--- src/rtl/instr_encode_loader.sv ---
// RV32I field-bundle encoder that streams packed words into instruction memory.
// One bundle per cycle; each accepted legal bundle becomes a one-cycle write.
module instr_encode_loader #(
    parameter int unsigned ADDR_WIDTH = 8,
    parameter logic [31:0] BASE_ADDR  = 32'h0000_0000
) (
    input  logic                  clk,
    input  logic                  rst,
    input  logic                  start,
    input  logic                  in_valid,
    output logic                  in_ready,
    input  logic                  in_last,
    input  logic [2:0]            fmt,
    input  logic [6:0]            op,
    input  logic [4:0]            rd,
    input  logic [4:0]            rs1,
    input  logic [4:0]            rs2,
    input  logic [2:0]            funct3,
    input  logic [6:0]            funct7,
    input  logic [31:0]           imm,
    output logic                  mem_we,
    output logic [31:0]           mem_addr,
    output logic [31:0]           mem_wdata,
    output logic [ADDR_WIDTH:0]   count,
    output logic                  busy,
    output logic                  done,
    output logic                  err
);

    localparam logic [ADDR_WIDTH:0] LAST_SLOT = {1'b0, {ADDR_WIDTH{1'b1}}};
    localparam logic [ADDR_WIDTH:0] ONE       = {{ADDR_WIDTH{1'b0}}, 1'b1};

    typedef enum logic [1:0] {
        IDLE,
        LOAD,
        DONE
    } state_t;

    state_t                state;
    logic   [31:0]         word;
    logic                  legal;
    logic                  hs;
    logic [ADDR_WIDTH-1:0] ptr;

    assign ptr      = count[ADDR_WIDTH-1:0];
    // count's top bit is set exactly when count == DEPTH
    assign in_ready = (state == LOAD) && !count[ADDR_WIDTH];
    assign hs       = in_valid && in_ready;
    assign busy     = (state == LOAD);
    assign done     = (state == DONE);

    always_comb begin
        legal = 1'b1;
        word  = '0;
        case (fmt)
            3'b000: word = {imm[11:0], rs1, funct3, rd, op};
            3'b001: word = {imm[11:5], rs2, rs1, funct3, imm[4:0], op};
            3'b010: word = {imm[12], imm[10:5], rs2, rs1, funct3,
                            imm[4:1], imm[11], op};
            3'b011: word = {imm[31:12], rd, op};
            3'b100: word = {imm[20], imm[10:1], imm[11], imm[19:12], rd, op};
            3'b101: word = {funct7, rs2, rs1, funct3, rd, op};
            default: legal = 1'b0;
        endcase
    end

    always_ff @(posedge clk or posedge rst) begin
        if (rst) begin
            state     <= IDLE;
            mem_we    <= 1'b0;
            mem_addr  <= BASE_ADDR;
            mem_wdata <= '0;
            count     <= '0;
            err       <= 1'b0;
        end else begin
            mem_we <= 1'b0;
            case (state)
                IDLE, DONE: begin
                    if (start) begin
                        state <= LOAD;
                        count <= '0;
                        err   <= 1'b0;
                    end
                end
                LOAD: begin
                    if (hs) begin
                        if (!legal) begin
                            err <= 1'b1;
                        end else begin
                            mem_we    <= 1'b1;
                            mem_addr  <= BASE_ADDR + 32'({ptr, 2'b00});
                            mem_wdata <= word;
                            count     <= count + ONE;
                        end
                        // in_last wins over overflow on the final slot
                        if (in_last) begin
                            state <= DONE;
                        end else if (legal && count == LAST_SLOT) begin
                            state <= DONE;
                            err   <= 1'b1;
                        end
                    end
                end
                default: state <= IDLE;
            endcase
        end
    end

endmodule

--- config.mk ---
export PLATFORM = sky130hd
export DESIGN_NAME = instr_encode_loader
export DESIGN_NICKNAME = d
export VERILOG_FILES = /design/src/rtl/instr_encode_loader.sv
export SDC_FILE = /design/constraint.sdc
export NUM_CORES = 1
export LEC_CHECK = 0
export ABC_AREA = 1
export CAP_MARGIN = 0
export CORE_UTILIZATION = 35
export CTS_BUF_LIST = sky130_fd_sc_hd__clkbuf_16
export DETAILED_ROUTE_END_ITERATION = 6
export PLACE_DENSITY = 0.71
export SLEW_MARGIN = 20
export SYNTH_ARGS = -nofsm -noshare
export SYNTH_HDL_FRONTEND = slang
export SYNTH_SLANG_ARGS = --single-unit
export TNS_END_PERCENT = 10
--- constraint.sdc ---
create_clock -name clk -period 1.6 [get_ports clk]
set_input_delay 0.32 -clock clk [delete_from_list [all_inputs] [get_ports clk]]
set_output_delay 0.32 -clock clk [all_outputs]
set_load 0.02 [all_outputs]
==> results.json <==
{
  "status": "complete, no violations",
  "first_global_vias": 2869,
  "final_common_cell": "nand2_1",
  "yosys_warnings": 0,
  "area_delta_synth_final_pct": 56.72,
  "syn_area_sq_mm": 0.003055,
  "r2r_setup_slack_ns": 0.02,
  "placement.io_buffers": 125,
  "core-area_sq_mm": 0.008341,
  "fmax_mhz": 634.0,
  "place_congestion": 0.8402,
  "nets": 661,
  "finalHoldWorstSlack_ns": 0.4528,
  "initial_core_util": 0.3663,
  "die_w_microns": 95.44,
  "setup_violations": 0,
  "maxUsedRoutingLayer": "met4",
  "yosys.area.top_type_share": 0.4341,
  "yosys.area_share.xor_xnor": 0.002867,
  "clkSinkCount": 53,
  "hpwlAfterDp_mm": 6.387,
  "hold_violations": 0,
  "synth_cell_types": 25,
  "synthCells": 435,
  "synthTopCellsByArea": "dfrtp_1, nand2_1, buf_4, inv_1, nand3_1",
  "dieArea_sq_mm": 0.009108,
  "worstReg2RegEnd": "err$_DFFE_PP0P_",
  "final_cells": 693,
  "ant_nets": 0,
  "leakage_uw": 0.002692,
  "insertion_delay_ns": 0.28,
  "reg2reg_depth": 10,
  "die_y_microns": 95.44,
  "gr-total-overflow": 0,
  "synth_compound_area_frac": 0.04259,
  "r2r_start": "count[0]$_DFFE_PP0P_",
  "worst_hold_path_type": "primary input to async pin",
  "power.density_mw_per_mm2": 1379,
  "h-tree-depth": 2,
  "viasPerCell": 4.481,
  "max_cap_viol_count": 0,
  "synth.largest_area_cell": "dfrtp_1",
  "rsz0062_at_grt": "true",
  "ctsHoldBuffers": 0,
  "n_antenna_cell": 0,
  "crit_fanout": 3,
  "final_max_slew_viol_count": 0,
  "dp_cells": 684,
  "io_pins": 150,
  "yosysSeqAreaShare": 0.4341,
  "grt_use_total": 0.1817,
  "tritoncts": "built",
  "peakVddDrop_v": 0.0007256,
  "end_kind": "register",
  "vias": 3105,
  "wl_met1_mm": 3.797,
  "grt_pass1_wl_mm": 12.97,
  "cts_buffer_depth": 2,
  "post-route-util": 0.5741,
  "detail_route.wl_per_cell_microns": 12.19,
  "cts.clk_slew.worst_paths_ns": 0.07,
  "skew_ns": 0.004335,
  "synth_mux_area_frac": 0,
  "clock-root-buffer": "clkbuf_16",
  "yosys_register_bits": 53,
  "grt_max_degree": 54,
  "met2_length_mm": 3.914,
  "pre_cts_ws_ns": -0.2006,
  "total_power_uw": 6601,
  "drive_gt1_frac": 0.1122,
  "required_ns": 1.82,
  "drt_iter0_markers": 101,
  "wirelength_mm": 8.447,
  "antenna_found_initial": 0,
  "path_class": "register to register",
  "wl_met3_microns": 616,
  "drt_first_pass_iters": 4,
  "avgSynthCellArea_sq_um": 7.024,
  "cp.arrival_ns": 1.79,
  "synthSimpleGateAreaFrac": 0.3583,
  "layout_min_cycle_time_ns": 1.577,
  "startpoint_type": "register",
  "drc": 0,
  "period_share": 0.9859,
  "cts_buffers": 5,
  "synth_top_family_by_area": "simple AND/OR/NAND/NOR gates",
  "synth_fa_ha_area_frac": 0.008190,
  "layout_common_cells": "nand2_1, clkdlybuf4s50_1, inv_1",
  "fin_ws_ns": 0.02261,
  "rows": 33
}
-- cells in the mapped netlist --
cell        n
a21boi_0    2
a21oi_1     2
buf_2       4
buf_4      30
buf_6       1
conb_1      1
dfrtp_1    53
ha_1        2
inv_1      53
inv_2       3
nand2_1   196
nand2_2     1
nand3_1    35
nand3_2     2
nand4_1     5
nor2_1     18
nor2_2      1
nor2_4      2
nor2_8      1
nor3_1      2
o21a_1      1
o21ai_0    12
o21ai_1     6
o31ai_1     1
xor2_1      1
-- worst max path at each step --
stage,start,end,slack (ns),cells past startpoint
finish,count[0]$_DFFE_PP0P_,err$_DFFE_PP0P_,0.02,10
global route,count[0]$_DFFE_PP0P_,err$_DFFE_PP0P_,-0.07,10
CTS,count[0]$_DFFE_PP0P_,err$_DFFE_PP0P_,-0.06,10
detailed placement,fmt[1],mem_wdata[17]$_DFFE_PP0P_,-0.20,9
global placement,fmt[1],mem_wdata[8]$_DFFE_PP0P_,-0.19,8
floorplan,count[1]$_DFFE_PP0P_,state[1]$_DFFE_PP0P_,0.02,10
-- metal layers --
layer,GRT usage,vias to the layer above
li1,-,1584
met3,0.04386,8
met4,0.04353,0
met5,0,-
met2,0.3083,107
met1,0.2328,1406
-- worst max-delay path: stages, from the launching register on --
cell     delay (ns)
dfrtp_2        0.38
ha_4           0.14
nand2_2        0.07
nor2_4         0.14
nand3_2        0.09
nor2_2         0.12
ha_1           0.16
inv_2          0.05
o21ai_2        0.17
a21oi_2        0.08
a21oi_2        0.11
-- state kept, by name (all words and copies together) (netlist names) --
name,count
state,2
mem_wdata,32
mem_we,1
count,9
err,1
mem_addr,8
-- what timing repair did --
item                                    4_1_cts  5_1_grt
pin swaps                                     0        6
setup buffers                                 0        1
endpoints found under the setup margin       17       39
gates resized for setup                      20       40
-- where the power goes --
| part | switching [uW] | total [uW] | leakage (uW) | internal, uW |
|---|---|---|---|---|
| clock | 455 | 1020 | 0.0000687 | 567 |
| sequential | 285 | 2120 | 0.000664 | 1830 |
| combinational | 1920 | 3460 | 0.00196 | 1540 |
-- logic make-up (layout without fill, tap and decap cells) --
group / after synthesis / count (layout)
AND/OR/NAND/NOR: 263 / 263
buffers and inverters: 91 / 221
flip-flops: 53 / 53
AO/OA/AOI/OAI: 24 / 24
adder cells (fa/ha/maj): 2 / 2
other: 1 / 24
XOR/XNOR: 1 / 1
-- stage by stage --
stage / instance area, sq um / TNS (ns)
global route: 4788 / -0.1454
floorplan: 3151 / 0
CTS: 4664 / -0.1681
finish: 4788 / 0
detailed placement: 4547 / -5.713
global placement: 4547 / -4.444
-- layout make-up --
type | instances | area, sq um
Sequential cell | 53 | 1330
Multi-Input combinational cell | 314 | 1404
Tap cell | 105 | 131.4
Clock inverter | 3 | 12.51
Fill cell | 770 | 3552
Inverter | 56 | 214.0
Clock buffer | 5 | 125.1
Timing Repair Buffer | 157 | 1572
Note: power is estimated with default switching activity, not from simulation.
